**src/rtl/instr_sequencer_if.sv**
```systemverilog
// Handshake and control bundle between the instruction sequencer (master) and the
// memory/datapath side (slave).
interface instr_sequencer_if;
  logic [6:0] opcode;
  logic       imem_ready;
  logic       dmem_ready;
  logic       branch_taken;
  logic       fault_detect;
  logic       imem_req;
  logic       ir_write;
  logic [2:0] alu_op;
  logic       mem_read;
  logic       mem_write;
  logic       reg_write;
  logic       pc_write;
  logic       pc_src;
  logic       trap;
  logic [2:0] state;
  logic [7:0] fault_cnt;

  modport master (
    input  opcode, imem_ready, dmem_ready, branch_taken, fault_detect,
    output imem_req, ir_write, alu_op, mem_read, mem_write, reg_write,
           pc_write, pc_src, trap, state, fault_cnt
  );

  modport slave (
    output opcode, imem_ready, dmem_ready, branch_taken, fault_detect,
    input  imem_req, ir_write, alu_op, mem_read, mem_write, reg_write,
           pc_write, pc_src, trap, state, fault_cnt
  );
endinterface

```
**src/rtl/instr_sequencer.sv**
```systemverilog
// Multi-cycle FETCH/DECODE/EXEC/MEM/WB sequencer with fault-driven EXEC re-execution and sticky trap.
// Optional bounded retry is enabled by defining SEQ_FAULT_RETRY_EN; otherwise any EXEC fault traps.
module instr_sequencer #(
  parameter int MAX_RETRY = 2
) (
  input  logic              clk,
  input  logic              rst,
  instr_sequencer_if.master bus
);

  localparam logic [2:0] S_FETCH  = 3'd0;
  localparam logic [2:0] S_DECODE = 3'd1;
  localparam logic [2:0] S_EXEC   = 3'd2;
  localparam logic [2:0] S_MEM    = 3'd3;
  localparam logic [2:0] S_WB     = 3'd4;
  localparam logic [2:0] S_TRAP   = 3'd5;

  localparam logic [2:0] C_R  = 3'd0;
  localparam logic [2:0] C_I  = 3'd1;
  localparam logic [2:0] C_LD = 3'd2;
  localparam logic [2:0] C_ST = 3'd3;
  localparam logic [2:0] C_BR = 3'd4;

  if (MAX_RETRY < 1 || MAX_RETRY > 7) begin : g_bad_max_retry
    $error("instr_sequencer: MAX_RETRY must be within 1..7");
  end

  logic [2:0] state_q, state_d;
  logic [2:0] class_q, class_d;
  logic [7:0] fault_cnt_q, fault_cnt_d;
  logic [2:0] dec_class;
  logic       dec_legal;
  logic       exec_fault;
`ifdef SEQ_FAULT_RETRY_EN
  logic [2:0] retry_cnt_q, retry_cnt_d;
`endif

  always_comb begin
    dec_legal = 1'b1;
    dec_class = C_R;
    case (bus.opcode)
      7'b0110011: dec_class = C_R;
      7'b0010011: dec_class = C_I;
      7'b0000011: dec_class = C_LD;
      7'b0100011: dec_class = C_ST;
      7'b1100011: dec_class = C_BR;
      default:    dec_legal = 1'b0;
    endcase
  end

  assign exec_fault = (state_q == S_EXEC) && bus.fault_detect;

  always_comb begin
    state_d = state_q;
    class_d = class_q;
`ifdef SEQ_FAULT_RETRY_EN
    retry_cnt_d = retry_cnt_q;
`endif
    case (state_q)
      S_FETCH: if (bus.imem_ready) state_d = S_DECODE;
      S_DECODE: begin
        class_d = dec_class;
`ifdef SEQ_FAULT_RETRY_EN
        retry_cnt_d = 3'd0;
`endif
        state_d = dec_legal ? S_EXEC : S_TRAP;
      end
      S_EXEC: begin
        if (bus.fault_detect) begin
`ifdef SEQ_FAULT_RETRY_EN
          if (retry_cnt_q < 3'(MAX_RETRY)) retry_cnt_d = retry_cnt_q + 3'd1;
          else                             state_d = S_TRAP;
`else
          state_d = S_TRAP;
`endif
        end else begin
          case (class_q)
            C_R, C_I:   state_d = S_WB;
            C_LD, C_ST: state_d = S_MEM;
            default:    state_d = S_FETCH;
          endcase
        end
      end
      S_MEM: if (bus.dmem_ready) state_d = (class_q == C_LD) ? S_WB : S_FETCH;
      S_WB:    state_d = S_FETCH;
      S_TRAP:  state_d = S_TRAP;
      default: state_d = S_TRAP;
    endcase
  end

  assign fault_cnt_d = (exec_fault && fault_cnt_q != 8'hff) ? fault_cnt_q + 8'd1 : fault_cnt_q;

  always_ff @(posedge clk) begin
    if (rst) begin
      state_q     <= S_FETCH;
      class_q     <= C_R;
      fault_cnt_q <= 8'd0;
`ifdef SEQ_FAULT_RETRY_EN
      retry_cnt_q <= 3'd0;
`endif
    end else begin
      state_q     <= state_d;
      class_q     <= class_d;
      fault_cnt_q <= fault_cnt_d;
`ifdef SEQ_FAULT_RETRY_EN
      retry_cnt_q <= retry_cnt_d;
`endif
    end
  end

  logic       imem_req, ir_write, mem_read, mem_write, reg_write, pc_write, pc_src, trap;
  logic [2:0] alu_op;

  always_comb begin
    imem_req  = 1'b0;
    ir_write  = 1'b0;
    alu_op    = 3'b000;
    mem_read  = 1'b0;
    mem_write = 1'b0;
    reg_write = 1'b0;
    pc_write  = 1'b0;
    pc_src    = 1'b0;
    trap      = 1'b0;
    case (state_q)
      S_FETCH: begin
        imem_req = 1'b1;
        ir_write = bus.imem_ready;
      end
      S_EXEC: begin
        case (class_q)
          C_R:     alu_op = 3'b010;
          C_I:     alu_op = 3'b011;
          C_BR:    alu_op = 3'b001;
          default: alu_op = 3'b000;
        endcase
        // A faulting branch is re-executed or trapped, so the PC must not move yet.
        if (class_q == C_BR && !bus.fault_detect) begin
          pc_write = 1'b1;
          pc_src   = bus.branch_taken;
        end
      end
      S_MEM: begin
        mem_read  = (class_q == C_LD);
        mem_write = (class_q == C_ST);
        pc_write  = (class_q == C_ST) && bus.dmem_ready;
      end
      S_WB: begin
        reg_write = 1'b1;
        pc_write  = 1'b1;
      end
      S_TRAP:  trap = 1'b1;
      default: trap = 1'b0;
    endcase
  end

  assign bus.imem_req  = imem_req;
  assign bus.ir_write  = ir_write;
  assign bus.alu_op    = alu_op;
  assign bus.mem_read  = mem_read;
  assign bus.mem_write = mem_write;
  assign bus.reg_write = reg_write;
  assign bus.pc_write  = pc_write;
  assign bus.pc_src    = pc_src;
  assign bus.trap      = trap;
  assign bus.state     = state_q;
  assign bus.fault_cnt = fault_cnt_q;

endmodule

```
**src/flat_wrapper.sv**
```systemverilog
// flat-port wrapper written by rule: the top's interface ports become plain ports
module instr_sequencer_flat 
#(
  parameter int MAX_RETRY = 2
)
  (clk, rst, bus_opcode, bus_imem_ready, bus_dmem_ready, bus_branch_taken, bus_fault_detect, bus_imem_req, bus_ir_write, bus_alu_op, bus_mem_read, bus_mem_write, bus_reg_write, bus_pc_write, bus_pc_src, bus_trap, bus_state, bus_fault_cnt);
  instr_sequencer_if bus_i ();
  input  logic clk;
  input  logic rst;
  input wire logic [$bits(bus_i.opcode)-1:0] bus_opcode;
  input wire logic [$bits(bus_i.imem_ready)-1:0] bus_imem_ready;
  input wire logic [$bits(bus_i.dmem_ready)-1:0] bus_dmem_ready;
  input wire logic [$bits(bus_i.branch_taken)-1:0] bus_branch_taken;
  input wire logic [$bits(bus_i.fault_detect)-1:0] bus_fault_detect;
  output wire logic [$bits(bus_i.imem_req)-1:0] bus_imem_req;
  output wire logic [$bits(bus_i.ir_write)-1:0] bus_ir_write;
  output wire logic [$bits(bus_i.alu_op)-1:0] bus_alu_op;
  output wire logic [$bits(bus_i.mem_read)-1:0] bus_mem_read;
  output wire logic [$bits(bus_i.mem_write)-1:0] bus_mem_write;
  output wire logic [$bits(bus_i.reg_write)-1:0] bus_reg_write;
  output wire logic [$bits(bus_i.pc_write)-1:0] bus_pc_write;
  output wire logic [$bits(bus_i.pc_src)-1:0] bus_pc_src;
  output wire logic [$bits(bus_i.trap)-1:0] bus_trap;
  output wire logic [$bits(bus_i.state)-1:0] bus_state;
  output wire logic [$bits(bus_i.fault_cnt)-1:0] bus_fault_cnt;
  assign bus_i.opcode = bus_opcode;
  assign bus_i.imem_ready = bus_imem_ready;
  assign bus_i.dmem_ready = bus_dmem_ready;
  assign bus_i.branch_taken = bus_branch_taken;
  assign bus_i.fault_detect = bus_fault_detect;
  assign bus_imem_req = bus_i.imem_req;
  assign bus_ir_write = bus_i.ir_write;
  assign bus_alu_op = bus_i.alu_op;
  assign bus_mem_read = bus_i.mem_read;
  assign bus_mem_write = bus_i.mem_write;
  assign bus_reg_write = bus_i.reg_write;
  assign bus_pc_write = bus_i.pc_write;
  assign bus_pc_src = bus_i.pc_src;
  assign bus_trap = bus_i.trap;
  assign bus_state = bus_i.state;
  assign bus_fault_cnt = bus_i.fault_cnt;
  instr_sequencer #(.MAX_RETRY(MAX_RETRY)) u_core (.clk(clk), .rst(rst), .bus(bus_i));
endmodule
```
**config.mk**
```make
export PLATFORM = sky130hd
export DESIGN_NAME = instr_sequencer_flat
export DESIGN_NICKNAME = d
export VERILOG_FILES = /design/src/rtl/instr_sequencer_if.sv /design/src/rtl/instr_sequencer.sv /design/src/flat_wrapper.sv
export SDC_FILE = /design/constraint.sdc
export NUM_CORES = 1
export LEC_CHECK = 0
export ABC_AREA = 1
export CAP_MARGIN = 20
export CORE_MARGIN = 2
export CORE_UTILIZATION = 35
export DETAILED_ROUTE_END_ITERATION = 16
export GPL_TIMING_DRIVEN = 0
export PLACE_DENSITY = 0.67
export SLEW_MARGIN = 20
export SYNTH_ARGS = -nofsm -noshare
export SYNTH_HDL_FRONTEND = slang
export SYNTH_SLANG_ARGS = --single-unit
```
**constraint.sdc**
```tcl
create_clock -name clk -period 2.8 [get_ports clk]
set_input_delay 0.28 -clock clk [delete_from_list [all_inputs] [get_ports clk]]
set_output_delay 0.28 -clock clk [all_outputs]
set_load 0.02 [all_outputs]
```
==> results of run 1 <==
-- synth_stat cells, drive strengths merged --
master  count  share of area (%)
a21oi       7                3.5
buf         1               0.75
clkbuf      1                1.4
clkinv      1               0.37
conb        1               0.37
dfxtp      14                 28
ha          1                1.2
inv        30                 11
nand2      48                 19
nand3      16                8.5
nand3b      1               0.75
nand4       1               0.62
nor2       35                 14
nor3        5                3.6
o21ai       9                4.5
o22ai       1               0.62
xnor2       1               0.87
xor2        1               0.87
-- where the power goes --
part           switching, mW  internal [mW]  total (mW)
clock                 0.0627         0.0789       0.142
sequential            0.0162          0.207       0.223
combinational         0.0850         0.0734       0.158
total                  0.164          0.359       0.523
-- kinds of logic after synthesis --
kind of cell    after synthesis
simple gates                106
buf+inv                      33
compound gates               17
flops                        14
xor+xnor                      2
fa+ha+maj                     1
other cells                   1
-- per-stage QoR --
step / std cells / area [µm²]
3_5_place_dp: 238 / 1370
6_report: 242 / 1410
3_3_place_gp: 238 / 1370
5_1_grt: 242 / 1410
2_1_floorplan: 174 / 1000
4_1_cts: 242 / 1410
-- worst paths after layout --
check | cells past startpoint | slack, ns | endpoint
worst max-delay path | 6 | 0.57 | bus_pc_write
worst min-delay path | 2 | 0.52 | u_core.bus.fault_cnt[7]
worst max register to register | 8 | 1.44 | u_core.bus.fault_cnt[7]
worst min register to register | 2 | 0.52 | u_core.bus.fault_cnt[7]
-- cell type report --
type,instances,area (µm²),share of cell area (%)
multi-input cells,127,582,41.3
plain buffers,2,21.3,1.51
flip-flops and latches,14,280,19.9
well taps,31,38.8,2.76
repair buffers,33,330,23.5
clock buffers,4,36.3,2.58
inverters,31,119,8.44
-- worst reg2reg max path: cells and delay by family (launching register included) --
| family | cells | cell delay (ns) |
|---|---|---|
| simple gates | 4 | 0.46 |
| buf+inv | 2 | 0.12 |
| fa+ha+maj | 1 | 0.19 |
| flops | 1 | 0.41 |
| compound gates | 1 | 0.05 |
-- sequential cells by signal (all words and copies together), names as in the netlist --
name and count:
u_core.bus.fault_cnt 8, u_core.bus.state 3, u_core.class_q 3
-- layer usage --
layer  vias up  wire length [µm]
li1        610                 -
met4         0                 0
met5         -                 0
met3         0               142
met1       477              1050
met2        33              1150
-- placed cells by master, fill, tap and decap left out, types with 2 or more instances in the layout --
| cell type | n |
|---|---|
| o21ai_0 | 8 |
| nor3_1 | 4 |
| clkbuf_8 | 2 |
| clkdlybuf4s50_1 | 33 |
| clkbuf_4 | 3 |
| inv_2 | 3 |
| inv_1 | 26 |
| nor2_1 | 34 |
| nand2_1 | 47 |
| dfxtp_1 | 14 |
| nand3_1 | 15 |
| a21oi_1 | 7 |
==> impl_metrics.ini, run 1 <==
[outcome]
outcome = completed

[worst_setup_path]
cp_top_family = buffers and inverters
slowest_delay_ns = 0.60
crit_type = reg -> out
path_cells = inv_2 > nand3_1 > nor3_1 > nand2_1 > nand3b_1 > clkdlybuf4s50_1
required_ns = 2.52
cp_slowest_cell = clkdlybuf4s50_1
rr_startpoint = u_core.bus.fault_cnt[1]
startpoint_type = flop
end_kind = primary output
cp_num_buf_inv = 2
crit_start = u_core.bus.state[2]
cp.arrival_ns = 1.95
worstPathMaxFanout = 8

[finish]
finalCoreUtilization_pct = 51.5
fill_cells = 285
drive_gt1_share_pct = 6.64
syn2layout_area_growth_pct = 40.4
n_antenna_cell = 0
final_nets = 226

[synthesis]
synth.yosys.warnings = 0
synth-simple-area-share_pct = 46.1
syn_area_per_cell_um2 = 5.76
synth_cell_types = 25
synthAdderAreaFrac_pct = 1.25
synth_compound_area_share_pct = 8.61
synth_xor_area_share_pct = 1.75
synth_mux_area_share_pct = 0
ys_ff_latch = 14
synth_top_family_by_area = simple AND/OR/NAND/NOR gates
synthesis.area_mm2 = 0.00100
netlist_instances = 174
syn_nets = 188
synth_seq_area_share_pct = 28.0

[grt]
grt_first_pass_wirelength_mm = 4.25
grt_pass1_vias = 1047
met2_usage_pct = 29.5
gr-total-overflow = 0
busiest_layer = met2
grtUsageMet1_pct = 18.9
grt_max_degree = 10
grtUsageTotal_pct = 15.8
met3_usage_pct = 3.40
antenna_found_initial = 0

[clock_network]
cts_inserted_buffers = 3
hold_buffers = 0
cts.sinks = 14
clkSlewWorstSetupHoldPaths_ns = 0.08
clk_latency_ns = 0.27
cts_tree = done
clk_root_buffer_cell = clkbuf_4
post-cts-setup-buffer-count = 0
clk_path_buf_depth = 2
ctsResizeCount = 0
htree_levels = 1

[timing]
hold_slack_ns = 0.523
layout_setup_ws_ns = 0.573
rsz0062_at_grt = no
skew_ns = 0.00488
maxSlewViolCount = 0
totalNegativeSetupSlack_ns = 0
period_share_pct = 79.5
fmax_ghz = 0.449
setup_viol = 0
hold_viol_final = 0
period_minus_slack_ns = 2.23

[floorplanning]
die_x_um = 57.5
coreArea_mm2 = 0.00273
die_area_mm2 = 0.00331
initial_core_util_pct = 36.7
rows = 19
die_h_um = 57.5
ios = 35

[power_and_ir_drop]
leakage_nw = 0.593
peakVddDrop_uv = 312
p_per_area_mw_per_mm2 = 372
power_mw = 0.523

[hold_path]
min_from = u_core.bus.fault_cnt[7]
hold_class = reg -> reg

[route]
drtIter0Drc = 26
wire_per_inst_um = 9.67
ant_nets = 0
vias_per_cell = 4.63
vias = 1120
drtPass1Iterations = 4
drcViolationCount = 0
totalWireLength_mm = 2.34

[job]
cap_violations = 0

[place]
hpwl_mm = 1.93
port_buffers = 33
place.gp.congestion = 0.813
preCtsSetupSlack_ns = 0.865
(Power assumes the default switching activity.)
==> inputs of run 2 (changes only) <==
Clock period 2.8 ns to 2.2 ns, I/O delays scaled along.
==> run 2 against run 1 <==
Critical path depth stayed put; worst setup slack worse by 0.41 ns; die area did not move; sequential power grew 28%; clock skew is 0.0018 ns lower; sequential share of layout area is essentially flat; worst hold slack gained 0.00051 ns; flip-flop and latch count is the same.
==> impl_metrics.ini, run 2 (synthesis results as in run 1) <==
[timing]
rsz0062_at_grt = no
layout_setup_ws_ns = 0.160
hold_viol_final = 0
setup_viol = 0
period_share_pct = 92.7
skew_ns = 0.00305
period_minus_slack_ns = 2.04
totalNegativeSetupSlack_ns = 0
maxSlewViolCount = 0
fmax_ghz = 0.490

[finish]
drive_gt1_share_pct = 8.06
n_antenna_cell = 0
fin_area_mm2 = 0.00142
layout_common_cells = nand2_1 (47), nor2_1 (34), clkdlybuf4s50_1 (32)
layout_commonest_cell = nand2_1
fill_cells = 284
final_cells = 242
ff_latch_area_um2 = 283
multi_input_area_um2 = 587
syn2layout_area_growth_pct = 41.4
final_nets = 226
largest_register_ffs = 8

[route]
vias = 1123
drcViolationCount = 0
drtPass1Iterations = 4
vias_per_cell = 4.64
wire_per_inst_um = 9.81
ant_nets = 0
drtIter0Drc = 18
totalWireLength_mm = 2.37

[worst_setup_path]
end_kind = primary output
startpoint_type = flop
rrSetupSlack_ns = 0.84
r2r-end = u_core.bus.fault_cnt[7]
cp.arrival_ns = 1.82
worstPathMaxFanout = 9
rr_startpoint = u_core.bus.fault_cnt[1]
rr_worst_depth = 8
crit_type = reg -> out
required_ns = 1.98

[clock_network]
clkSlewWorstSetupHoldPaths_ns = 0.08
ctsResizeCount = 0
hold_buffers = 0
clk_path_buf_depth = 2
post-cts-setup-buffer-count = 0
cts.sinks = 14
cts_tree = done
cts_inserted_buffers = 3
clk_latency_ns = 0.27
htree_levels = 1
clk_root_buffer_cell = clkbuf_4

[power_and_ir_drop]
switching_power_mw = 0.208
seqPwrFrac_pct = 42.8
p_per_area_mw_per_mm2 = 471
leakage_nw = 0.612
peakVddDrop_uv = 393
clock_power_share_pct = 26.8
swShare_pct = 31.2
internal_power_mw = 0.459
combinationalPowerShare_pct = 30.4

[floorplanning]
die_x_um = 57.5
rows = 19
ios = 35
coreArea_mm2 = 0.00273
die_area_mm2 = 0.00331
initial_core_util_pct = 36.7
die_h_um = 57.5

[hold_path]
holdPathEnd = u_core.bus.fault_cnt[7]
min_path_cells = 2
hold_class = reg -> reg
min_from = u_core.bus.fault_cnt[7]

[place]
place.gp.congestion = 0.813
port_buffers = 33
hpwl_mm = 1.93
place_area_mm2 = 0.00137
dp.cells = 238
preCtsSetupSlack_ns = 0.325

[grt]
grt_first_pass_wirelength_mm = 4.25
grtUsageTotal_pct = 15.8
antenna_found_initial = 0
gr-total-overflow = 0
grt_max_degree = 10
grt_pass1_vias = 1047

[job]
cap_violations = 0

[outcome]
outcome = completed
## run 2: how the worst max path moves through the flow
| stage | startpoint | slack [ns] | to |
|---|---|---|---|
| 3_3_place_gp | u_core.bus.state[2] | 0.35 | bus_pc_write |
| 3_5_place_dp | u_core.bus.state[2] | 0.32 | bus_pc_write |
| 5_1_grt | u_core.bus.state[1] | 0.01 | bus_pc_write |
| 4_1_cts | u_core.bus.state[2] | 0.02 | bus_pc_write |
| 6_report | u_core.bus.state[1] | 0.16 | bus_pc_write |
| 2_1_floorplan | u_core.bus.state[1] | 0.40 | bus_pc_write |
## run 2: power groups by stage
stage	clock network (mW)	registers, mW	logic, mW
global placement	0	0.290	0.200
floorplan	0	0.296	0.111
detailed placement	0	0.290	0.203
CTS	0.188	0.284	0.203
global route	0.206	0.288	0.226
finish	0.179	0.286	0.203
## run 2: worst max-delay path, stage by stage (launching register included)
cell	delay (ns)
dfxtp_1	0.35
clkbuf_8	0.17
nand3_1	0.12
nor3_2	0.17
nand2_1	0.07
nand3b_1	0.07
clkdlybuf4s50_1	0.60
## run 2: area by class of cell
cell class                 instances  area share [%]
buffer                             2            1.50
clock buffer                       4            2.56
multi-input combinational        127            41.4
tap                               31            2.74
inverter                          31            8.38
timing repair buffer              33            23.5
sequential                        14            19.9
## run 2: routing by layer
metal	up-vias	routed length, µm	GRT usage, %
met4	0	0	1.99
li1	609	-	-
met1	481	1060	18.9
met2	33	1170	29.5
met3	0	145	3.40
met5	-	0	0
## run 2: metrics by stage
| step | hold WS [ns] | util, % | total power, mW |
|---|---|---|---|
| after global routing | 0.556 | 51.9 | 0.720 |
| after CTS | 0.521 | 51.5 | 0.675 |
| after floorplan | 0.289 | - | 0.407 |
| final | 0.524 | 51.9 | 0.667 |
| after detailed placement | 0.507 | 50.2 | 0.493 |
| after global placement | 0.499 | 50.2 | 0.490 |
==> edit: new RTL, flow settings as in run 1 <==
Build with the macro `SEQ_FAULT_RETRY_EN` defined.
--- a/src/rtl/instr_sequencer.sv
+++ b/src/rtl/instr_sequencer.sv
@@ -2,2 +2,4 @@
 // Optional bounded retry is enabled by defining SEQ_FAULT_RETRY_EN; otherwise any EXEC fault traps.
+`define SEQ_FAULT_RETRY_EN
+
 module instr_sequencer #(
Function: changed (a bounded check fails within 4 cycles, from zero or initial values and one cycle with rst high).
==> edit against run 1 <==
Sequential cell count up 3. Final area up 11%. Wire length up 11%. Worst setup slack worse by 150 ps. Sequential share of layout area up 1.8 points. Synthesized area up 16%. First-iteration DRC count down 7.7%. Critical endpoint is now bus_pc_src.
Power is not compared: it rests on default switching activity, and its combinational part moved more than twofold at a synthesized area within 25%.
==> edit: results (changes against run 1) <==
YOSYS-TOP-CELLS-AREA='sky130_fd_sc_hd__dfxtp_1 (29%), sky130_fd_sc_hd__nand2_1 (16%), sky130_fd_sc_hd__nor2_1 (9.4%), sky130_fd_sc_hd__inv_1 (8.1%), sky130_fd_sc_hd__nand3_1 (7.3%)'  # was sky130_fd_sc_hd__dfxtp_1 (28%), sky130_fd_sc_hd__nand2_1 (18%), sky130_fd_sc_hd__nor2_1 (13%), sky130_fd_sc_hd__inv_1 (9.7%), sky130_fd_sc_hd__nand3_1 (7.5%)
HOLD_PATH_CLASS='input port to register'  # was register to register
FINAL_LAYOUT_SIZE_SUFFIX_GT1_SHARE_PCT=11.5  # was 6.64%
GRT_PASS1_WL_MM=4.35  # was 4.25 mm
INITIALDRTVIOLATIONCOUNT=24  # was 26
CP_TOP_FAMILY='buffers and inverters'  # unchanged
CTS_SETUP_BUFFERS=0  # unchanged
CTS-ROOT-BUF='sky130_fd_sc_hd__clkbuf_4'  # unchanged
SYNTH.TOP_CELLS.BY_COUNT='sky130_fd_sc_hd__nand2_1 (49), sky130_fd_sc_hd__nor2_1 (29), sky130_fd_sc_hd__inv_1 (25)'  # was sky130_fd_sc_hd__nand2_1 (47), sky130_fd_sc_hd__nor2_1 (34), sky130_fd_sc_hd__inv_1 (26)
CRITICAL_PATH_PEAK_FANOUT=6  # was 8
PLACE_WS_PS=555  # was 865 ps
OUTCOME='complete, no violations'  # unchanged
POST_CTS.RESIZED_INSTANCES=0  # unchanged
YOSYSWARNINGS=0  # unchanged
POST_SYNTH_NUM_CELL_TYPES=28  # was 25
CTS_MAX_PATH_BUFFERS=2  # unchanged
FINISH.NET_COUNT=242  # was 226
CTS.REPORTEDPATHS.CLKPINSLEW_PS=110  # was 80 ps
BUFFER_PORTS.INSERTED=32  # was 33
FIRST_GLOBAL_VIAS=997  # was 1047
SYNTH_FLOP_CELL='sky130_fd_sc_hd__dfxtp_1'  # unchanged
HTREE_LEVELS=1  # unchanged
TIMING.CRITICAL_PATH.ARRIVAL_PS=2100  # was 1950 ps
GRT_START_MAX_NET_PINS=11  # was 10
DPL.HPWL_MM=2.05  # was 1.93 mm
CELLLEAKAGEPOWER_nW=0.702
POSTROUTEWIRELENGTH_MM=2.60  # was 2.34 mm
GRT_ANTENNA_BEFORE_REPAIR=0  # unchanged
DRT_PASS_1_ITERS=4  # unchanged
CLK_LATENCY_PS=300  # was 270 ps
ANTENNA_CELLS_INSERTED=0  # unchanged
TRACK_USAGE_PCT=15.3  # was 15.8%
VDD_IR_DROP_MAX_mV=0.236
MAPPEDNETLISTNETS=205  # was 188
FINAL_WORST_CLOCK_SKEW_PS=12.4  # was 4.88 ps
GPL.FINAL_WEIGHTED_CONGESTION=0.827  # was 0.813
YS_SEQ_AREA_SHARE_PCT=29.2  # was 28.0%
DRC_ERRORS=0  # unchanged
FILLERS=338  # was 285
CRIT_SLOWEST_CELL='sky130_fd_sc_hd__clkdlybuf4s50_1'  # unchanged
VIA_PER_INST=4.49  # was 4.63
edit: metrics by stage:
step,area (sq um),instances
after detailed placement,1540,266
after CTS,1570,270
after global routing,1570,270
final,1570,270
after floorplan,1160,190
after global placement,1540,266
edit: report_power, final:
| part | internal (mW) | total [mW] | switching [mW] |
|---|---|---|---|
| clock | 0.0531 | 0.134 | 0.0813 |
| sequential | 0.266 | 0.307 | 0.0414 |
| combinational | 0.215 | 0.534 | 0.319 |
| total | 0.534 | 0.976 | 0.442 |
edit: cell families (layout without fill, tap and decap cells):
logic type | after synthesis | count (layout) | share of synthesized area, %
buf+inv | 35 | 71 | 13.0
flops | 17 | 17 | 29.2
xor+xnor | 2 | 2 | 1.51
compound gates | 17 | 17 | 7.63
other cells | 1 | 1 | 0.322
fa+ha+maj | 2 | 2 | 2.15
simple gates | 116 | 116 | 46.1
edit: layout make-up:
| class | instances | share of cell area (%) |
|---|---|---|
| Timing Repair Buffer | 32 | 20.4 |
| Sequential cell | 17 | 21.7 |
| Buffer | 4 | 1.76 |
| Clock inverter | 1 | 0.319 |
| Multi-Input combinational cell | 138 | 42.9 |
| Tap cell | 44 | 3.51 |
| Inverter | 31 | 7.91 |
| Clock buffer | 3 | 1.44 |
edit: final timing paths:
path	end	cells past startpoint	startpoint	slack [ps]
worst max-delay path	bus_pc_src	7	u_core.bus.state[2]	420
worst min-delay path	u_core.class_q[0]	2	rst	250
worst max register to register	u_core.bus.fault_cnt[7]	8	u_core.bus.fault_cnt[0]	1440
worst min register to register	u_core.retry_cnt_q[2]	2	u_core.retry_cnt_q[2]	480
edit: metal layers:
metal | up-vias | global-route usage, % | wire length [microns]
met4 | 0 | 4.56 | 27
met1 | 516 | 22.7 | 1320
met5 | - | 0 | 0
met3 | 2 | 3.78 | 133
met2 | 31 | 21.8 | 1120
li1 | 663 | - | -
